File: config.mk
export PLATFORM = sky130hd
export DESIGN_NAME = fc_layer
export DESIGN_NICKNAME = d
export VERILOG_FILES = /design/src/rtl/fc_layer.sv
export SDC_FILE = /design/constraint.sdc
export NUM_CORES = 2
export LEC_CHECK = 0
export CAP_MARGIN = 10
export CORE_UTILIZATION = 40
export DETAILED_ROUTE_END_ITERATION = 16
export PLACE_DENSITY = 0.66
export SYNTH_ARGS = -nofsm -noshare
export SYNTH_HDL_FRONTEND = slang
export SYNTH_SLANG_ARGS = --single-unit
File: constraint.sdc
create_clock -name clk -period 13.35 [get_ports clk]
set_input_delay 1.335 -clock clk [delete_from_list [all_inputs] [get_ports clk]]
set_output_delay 1.335 -clock clk [all_outputs]
set_load 0.05 [all_outputs]
File: src/rtl/fc_layer.sv
// Dense layer after the 2x2 pooling stage: buffers one frame, then runs one MAC pass per neuron
// against an external synchronous weight/bias ROM. Define FC_RELU_EN to clamp negative results to zero.
module fc_layer #(
  parameter  int IN_LEN    = 196,
  parameter  int OUT_LEN   = 10,
  parameter  int DATA_SIZE = 16,
  parameter  int FRAC_BITS = 8,
  localparam int AW        = $clog2(OUT_LEN*IN_LEN+OUT_LEN),
  localparam int IW        = (OUT_LEN > 1) ? $clog2(OUT_LEN) : 1
) (
  input  logic                        clk,
  input  logic                        rst,
  input  logic signed [DATA_SIZE-1:0] input_data,
  input  logic                        input_valid,
  output logic                        weight_rd_en,
  output logic [AW-1:0]               weight_addr,
  input  logic signed [DATA_SIZE-1:0] weight_data,
  output logic signed [DATA_SIZE-1:0] out_data,
  output logic                        out_valid,
  output logic [IW-1:0]               out_index,
  output logic                        frame_done,
  output logic                        busy,
  output logic                        overflow_err
);

  localparam int PW     = (IN_LEN > 1) ? $clog2(IN_LEN) : 1;
  localparam int KW     = $clog2(IN_LEN+1);
  localparam int PROD_W = 2*DATA_SIZE;
  localparam int ACC_W  = PROD_W + KW;

  localparam logic signed [DATA_SIZE-1:0] OUT_MAX = {1'b0, {(DATA_SIZE-1){1'b1}}};
  localparam logic signed [DATA_SIZE-1:0] OUT_MIN = {1'b1, {(DATA_SIZE-1){1'b0}}};

  typedef enum logic [1:0] {COLLECT, MAC, DRAIN, EMIT} state_e;

  function automatic logic signed [DATA_SIZE-1:0] saturate(input logic signed [ACC_W-1:0] acc);
    logic signed [ACC_W-1:0] shifted;
    shifted = acc >>> FRAC_BITS;
    if (shifted > ACC_W'(OUT_MAX))      return OUT_MAX;
    else if (shifted < ACC_W'(OUT_MIN)) return OUT_MIN;
    else                                return shifted[DATA_SIZE-1:0];
  endfunction

  function automatic logic signed [DATA_SIZE-1:0] relu(input logic signed [DATA_SIZE-1:0] v);
`ifdef FC_RELU_EN
    return v[DATA_SIZE-1] ? '0 : v;
`else
    return v;
`endif
  endfunction

  state_e          state_q, state_d;
  logic [PW-1:0]   wr_q, wr_d;
  logic [KW-1:0]   k_q, k_d;
  logic            drn_q, drn_d;
  logic [IW-1:0]   nrn_q, nrn_d;
  logic            ovf_q, ovf_d;

  logic signed [DATA_SIZE-1:0] mem_q [IN_LEN];

  logic                        vld_p0_q, first_p0_q, bias_p0_q;
  logic signed [DATA_SIZE-1:0] x_p0_q;
  logic                        vld_p1_q, first_p1_q;
  logic signed [PROD_W-1:0]    prod_p1_q, prod_d;
  logic signed [ACC_W-1:0]     acc_p2_q;

  logic                        out_valid_q, frame_done_q;
  logic [IW-1:0]               out_index_q;
  logic signed [DATA_SIZE-1:0] out_data_q;

  logic k_is_bias, last_nrn;
  assign k_is_bias = (k_q == KW'(IN_LEN));
  assign last_nrn  = (nrn_q == IW'(OUT_LEN-1));

  always_comb begin
    state_d = state_q;
    wr_d    = wr_q;
    k_d     = k_q;
    drn_d   = drn_q;
    nrn_d   = nrn_q;
    ovf_d   = ovf_q | (input_valid & (state_q != COLLECT));
    case (state_q)
      COLLECT: begin
        if (input_valid) begin
          wr_d = wr_q + 1'b1;
          if (wr_q == PW'(IN_LEN-1)) begin
            wr_d    = '0;
            k_d     = '0;
            nrn_d   = '0;
            state_d = MAC;
          end
        end
      end
      MAC: begin
        if (k_is_bias) begin
          drn_d   = 1'b0;
          state_d = DRAIN;
        end else begin
          k_d = k_q + 1'b1;
        end
      end
      DRAIN: begin
        if (drn_q) state_d = EMIT;
        else       drn_d   = 1'b1;
      end
      EMIT: begin
        if (last_nrn) begin
          nrn_d   = '0;
          state_d = COLLECT;
        end else begin
          nrn_d   = nrn_q + 1'b1;
          k_d     = '0;
          state_d = MAC;
        end
      end
      default: state_d = COLLECT;
    endcase
  end

  always_ff @(posedge clk) begin
    if (rst) begin
      state_q      <= COLLECT;
      wr_q         <= '0;
      k_q          <= '0;
      drn_q        <= 1'b0;
      nrn_q        <= '0;
      ovf_q        <= 1'b0;
      vld_p0_q     <= 1'b0;
      first_p0_q   <= 1'b0;
      bias_p0_q    <= 1'b0;
      vld_p1_q     <= 1'b0;
      first_p1_q   <= 1'b0;
      out_valid_q  <= 1'b0;
      frame_done_q <= 1'b0;
      out_index_q  <= '0;
      out_data_q   <= '0;
    end else begin
      state_q      <= state_d;
      wr_q         <= wr_d;
      k_q          <= k_d;
      drn_q        <= drn_d;
      nrn_q        <= nrn_d;
      ovf_q        <= ovf_d;
      // p0: ROM word returns; matching buffer sample registered alongside
      vld_p0_q     <= (state_q == MAC);
      first_p0_q   <= (state_q == MAC) && (k_q == '0);
      bias_p0_q    <= (state_q == MAC) && k_is_bias;
      // p1: product (or aligned bias) registered
      vld_p1_q     <= vld_p0_q;
      first_p1_q   <= first_p0_q;
      // result stage: emit registers, zero between strobes
      out_valid_q  <= (state_q == EMIT);
      frame_done_q <= (state_q == EMIT) && last_nrn;
      out_index_q  <= (state_q == EMIT) ? nrn_q : '0;
      out_data_q   <= (state_q == EMIT) ? relu(saturate(acc_p2_q)) : '0;
    end
  end

  // Bias replaces the product term, pre-scaled to the accumulator's Q position
  always_comb begin
    prod_d = PROD_W'(x_p0_q) * PROD_W'(weight_data);
    if (bias_p0_q) prod_d = PROD_W'(weight_data) <<< FRAC_BITS;
  end

  always_ff @(posedge clk) begin
    if (input_valid && (state_q == COLLECT)) mem_q[wr_q] <= input_data;
    x_p0_q <= mem_q[k_q[PW-1:0]];
    if (vld_p0_q) prod_p1_q <= prod_d;
    // p2: accumulate, restarting on the first term of each neuron
    if (vld_p1_q) acc_p2_q <= first_p1_q ? ACC_W'(prod_p1_q) : acc_p2_q + ACC_W'(prod_p1_q);
  end

  assign busy         = (state_q != COLLECT);
  assign overflow_err = ovf_q;
  assign weight_rd_en = (state_q == MAC);
  assign weight_addr  = (state_q != MAC) ? '0 :
                        k_is_bias ? AW'(OUT_LEN*IN_LEN) + AW'(nrn_q)
                                  : AW'(nrn_q) * AW'(IN_LEN) + AW'(k_q);
  assign out_valid    = out_valid_q;
  assign frame_done   = frame_done_q;
  assign out_index    = out_index_q;
  assign out_data     = out_data_q;

endmodule

# == After elaboration in Yosys (flattened, before gate mapping) ==
# Memory sizes are Yosys's and may differ from the RTL's. A register that Yosys moved wholly into a read port is not among the register bits.
# Cells that the tools add are included.
# classes
n_reduce_logical,17
bitwise_logic,3
add_sub_neg,6
n_lt_le_gt_ge,2
eq_ne,13
muxes,26
n_mul,2
# ops
cell,n
adder 40 x 32 -> 40 bit,1
two-way mux 40 bit,1
two-way mux 8 bit,5
> comparator 32 x 16 -> 1 bit (second input constant),1
< comparator 32 x 16 -> 1 bit (second input constant),1
multiplier 16 x 16 -> 32 bit,1
two-way mux 32 bit,1
one-hot mux 8 bit (3 select lines),1
two-way mux 11 bit,2
adder 8 x 1 -> 8 bit (second input constant),2
== test 8 bit (second input constant),2
two-way mux 16 bit,1
two-way mux 15 bit,1
two-way mux 4 bit,3
adder 11 x 8 -> 11 bit,1
inequality test 2 bit (second input constant),5
adder 8 x 5 -> 9 bit (first input constant),1
multiplier 4 x 6 -> 9 bit (second input constant),1
zero test 8 bit,1
two-way mux 2 bit,4
one-hot mux 2 bit (4 select lines),1
one-hot mux 4 bit (2 select lines),1
nonzero test 2 bit,3
AND reduction 5 bit,1
18 further kinds,27
# totals
ff_bits,123
ram_bits,3136
word_cells,89
memories,1
# mem_list
memory,depth,word_bits,read_ports,rd_clocked_by_memory_dff,write_ports,line_no,source
mem_q,196,16,1,1,1,59,logic signed [DATA_SIZE-1:0] mem_q [IN_LEN];

# == Longest topological paths before layout ==
# depth
depth_word,4
mapped_depth,24
ltp_nobuf,22

# == Worst setup path before layout ==
# OpenSTA, ideal clock, no wires.
# synth_timing
kind,in2reg
from,input port weight_data[1]
to,"register prod_p1_q[31], data pin"
path_slack_ps,6122
t_required_ps,13089
arrival_time_ps,6967
stages,21
path_buffers,1
path_cell_list,clkbuf_1 -> nand2_1 -> inv_1 -> fa_1 -> fa_1 -> fa_1 -> fa_1 -> fa_1 -> inv_1 -> fa_1 -> inv_1 -> ha_1 -> a21o_1 -> a21o_1 -> a21o_1 -> a31oi_1 -> o21ai_0 -> a2bb2oi_1 -> a21oi_1 -> a211o_1 -> o311a_1
# synth_via
elab_chain_cells,2
# synth_lines
item,line_no,source
"start, declared",17,"input logic signed [DATA_SIZE-1:0] weight_data,"
multiplier 16 x 16 -> 32 bit,161,prod_d = PROD_W'(x_p0_q) * PROD_W'(weight_data);
two-way mux 32 bit,162,if (bias_p0_q) prod_d = PROD_W'(weight_data) <<< FRAC_BITS;
named net prod_d[31],64,"logic signed [PROD_W-1:0] prod_p1_q, prod_d;"
"end signal, assigned",168,if (vld_p0_q) prod_p1_q <= prod_d;
"end, declared",64,
# The timed path passes the listed nets, and every way through them passes these cells.
# A chain may end at the register's enable or synchronous reset.

# == Final worst setup path ==
# layout_timing
from,input port weight_data[4]
to,"register prod_p1_q[31], data pin"
# The elaborated chain is that of the path after synthesis.

==> summary.txt <==
Residual DRC count -> 0
Maximum achievable frequency -> 130 MHz
Reg2reg start -> x_p0_q[15]
Final Hold Fails -> 0
CP startpoint -> weight_data[4]
Power Density -> 204 nW/um^2
Clock period minus worst slack -> 7700 ps
DP Area -> 144,000 um^2
RSZ-0062 raised after global routing -> false
FF/Latch Area -> 97,700 um^2
Syn Inst Count -> 6,597
Vias/cell -> 5.64
Worst slack at placement -> 4800 ps
Placed cell count -> 11.1k
CP Max Fanout -> 17
Chip height -> 587 um
Slew HR -> 15.3%
Crit share post-route -> 57.7%
WP data arrival -> 8330 ps
H-tree Lvls -> 5
Final setup viols -> 0
Cell Area, Synth -> 137,000 um^2
TritonCTS Sinks -> 3,275
HPWL after DPL -> 202 mm
Maximum vdd drop -> 0.000751 V
FILL cells -> 28.0k
Area of the multi-input gates -> 37,000 um^2
Worst-Margin Slew -> 1270 ps
Post-Syn Area per Cell -> 20.8 um^2
Root buf cell -> clkbuf_16
Routed Wire Length -> 333 mm
Worst setup SP type -> primary input
Area share of the largest cell type after synthesis -> 70.3%
Largest net degree at the start of global routing -> 121
Share of layout cells above drive strength 1 -> 25.3%
Min-Delay Path Depth -> 1
Fin cells -> 11.8k
# IOs -> 71
Largest area contributor in the netlist -> edfxtp_1
Setup TNS -> 0 ps
Max-cap viol count -> 0
Routability cong. -> 0.848
CTS tree -> done
Register area share after synthesis -> 71.2%
Final instance area -> 155,000 um^2
Initial Util -> 40.3%
First-pass GRT wire length -> 484 mm
Post-cts sizing count -> 0
Full die area -> 345,000 um^2
Worst-path clk slew -> 60 ps
CTS Hold Bufs -> 0
Most common flop cell mapped by yosys -> edfxtp_1
Min-Delay Startpoint -> first_p0_q
GRT Total Usage -> 19.2%
Clock skew -> 111 ps
Yosys warns -> 0
Routed vias -> 66.4k
Initial DRT Pass Iterations -> 6
Ys async rst share -> 0%
Number of flops mapped to enable cells by yosys -> 3,208
Worst Reg-to-Reg Cells -> 20
Post-CTS Setup Inserts -> 0
Worst Hold Slack -> 449 ps
Seq cells post-synth -> 3,275
Synth Net Count -> 7,042
Slew Viols, Final -> 0
Post-route ant nets -> 0
Status -> finished clean
Rows -> 214
Core ar. -> 340,000 um^2
Leakage -> 48.5 nW
IO buf count -> 70
Path type of the worst setup path -> in -> reg
Inserted Clock Buffers -> 332
Global route overflow -> 0
Most common cell after layout, fill and taps aside -> edfxtp_1
CTS Buffer Depth -> 4
Hold Crit Class -> reg -> reg
Power Total -> 31.7 mW
Util after Layout -> 45.5%
Worst-Skew Late Latency -> 940 ps
Routed len/inst -> 28.3 um
Vias in the first global route -> 67.6k
Fin nets -> 7,383
Required @ worst endpoint -> 13,980 ps
Antenna violations before repair -> 16
Area grow syn2layout -> 13.0%
Type of destination of the critical path -> flip-flop
Final worst setup slack -> 5650 ps
Die Width -> 587 um
Initial drt markers -> 7,503
Area contributors post-synth -> edfxtp_1 (70%), mux4_2 (17%), fa_1 (3.9%), ha_1 (1.3%), dfxtp_1 (0.98%)
Number of distinct library cells after synthesis -> 62
Most frequent cells in the layout -> edfxtp_1 (3,208), mux4_2 (1,036), clkbuf_16 (338)
-- registers in the layout, indices dropped and copies added, names as in the netlist, 2 cells and up --
name,flops
mem_q,3136
prod_p1_q,32
wr_q,8
out_index,4
acc_p2_q,40
nrn_q,4
k_q,8
out_data,16
state_q,2
x_p0_q,16
-- path summary, 6_finish.rpt --
kind,end,slack (ps)
worst max register to register,prod_p1_q[31],6250
worst min register to register,first_p1_q,450
worst max-delay path,prod_p1_q[31],5650
worst min-delay path,first_p1_q,450
-- power breakdown --
part	leakage [nW]	switching, mW	total, mW	internal, mW
Sequential	29.4	0.109	12.0	11.9
Clock	5.10	3.89	8.96	5.07
Combinational	14.0	6.30	10.7	4.41
Total	48.5	10.3	31.7	21.4
-- cells in the mapped netlist, drive strengths merged, types with 7 or more instances --
cell type,instances
edfxtp,3208
mux4,1036
nor2,327
inv,313
fa,264
nand2,248
clkbuf,220
ha,146
and2,131
buf,109
o21ai,93
a21oi,73
dfxtp,67
xnor2,51
nand3,40
xor2,34
a21o,30
nor2b,22
nor3,16
nand4,14
o31ai,13
a21boi,11
nand2b,11
a211oi,10
o21a,10
o21bai,10
and3,8
nor4,7
or3,7
-- worst max-delay path, cell delays in order --
cell             delay, ps
clkdlybuf4s50_1       1060
nand2_1                300
fa_1                   600
inv_1                   70
fa_1                   830
fa_1                   540
fa_1                   530
fa_1                   500
inv_1                   50
fa_1                   480
inv_1                   50
ha_1                   350
a21o_1                 200
a21o_1                 170
a21o_1                 180
a31oi_1                140
o21ai_0                150
a2bb2oi_1              210
a21oi_1                150
a211o_1                310
o311a_1                120
-- cells by family (layout without fill, tap and decap cells) --
logic type	Yosys count	in the layout	share of synthesized area [%]
compound gates	291	291	1.31
fa+ha+maj	410	410	5.19
mux	1047	1047	17.1
simple gates	846	846	2.78
buf+inv	643	1257	1.83
other cells	0	25	0
flops	3275	3275	71.2
xor+xnor	85	85	0.543
-- layer usage --
layer / vias to the layer above / GRT usage, % / part of all wire (%)
li1: 27314 / - / -
met1: 35768 / 26.4 / 40
met2: 2801 / 31.2 / 49
met3: 516 / 3.18 / 7.9
met4: 12 / 6.10 / 3.4
met5: - / 0.0958 / 0.035
-- final cells by class --
| class | count | share of cell area [%] |
|---|---|---|
| flip-flops and latches | 3275 | 63.1 |
| multi-input cells | 2679 | 23.9 |
| clock buffers | 411 | 5.65 |
| well taps | 4536 | 3.66 |
| repair buffers | 336 | 1.84 |
| clock inverters | 196 | 1.09 |
| inverters | 314 | 0.761 |
| diodes | 25 | 0.0404 |
Power figures use the tool's default switching activity.
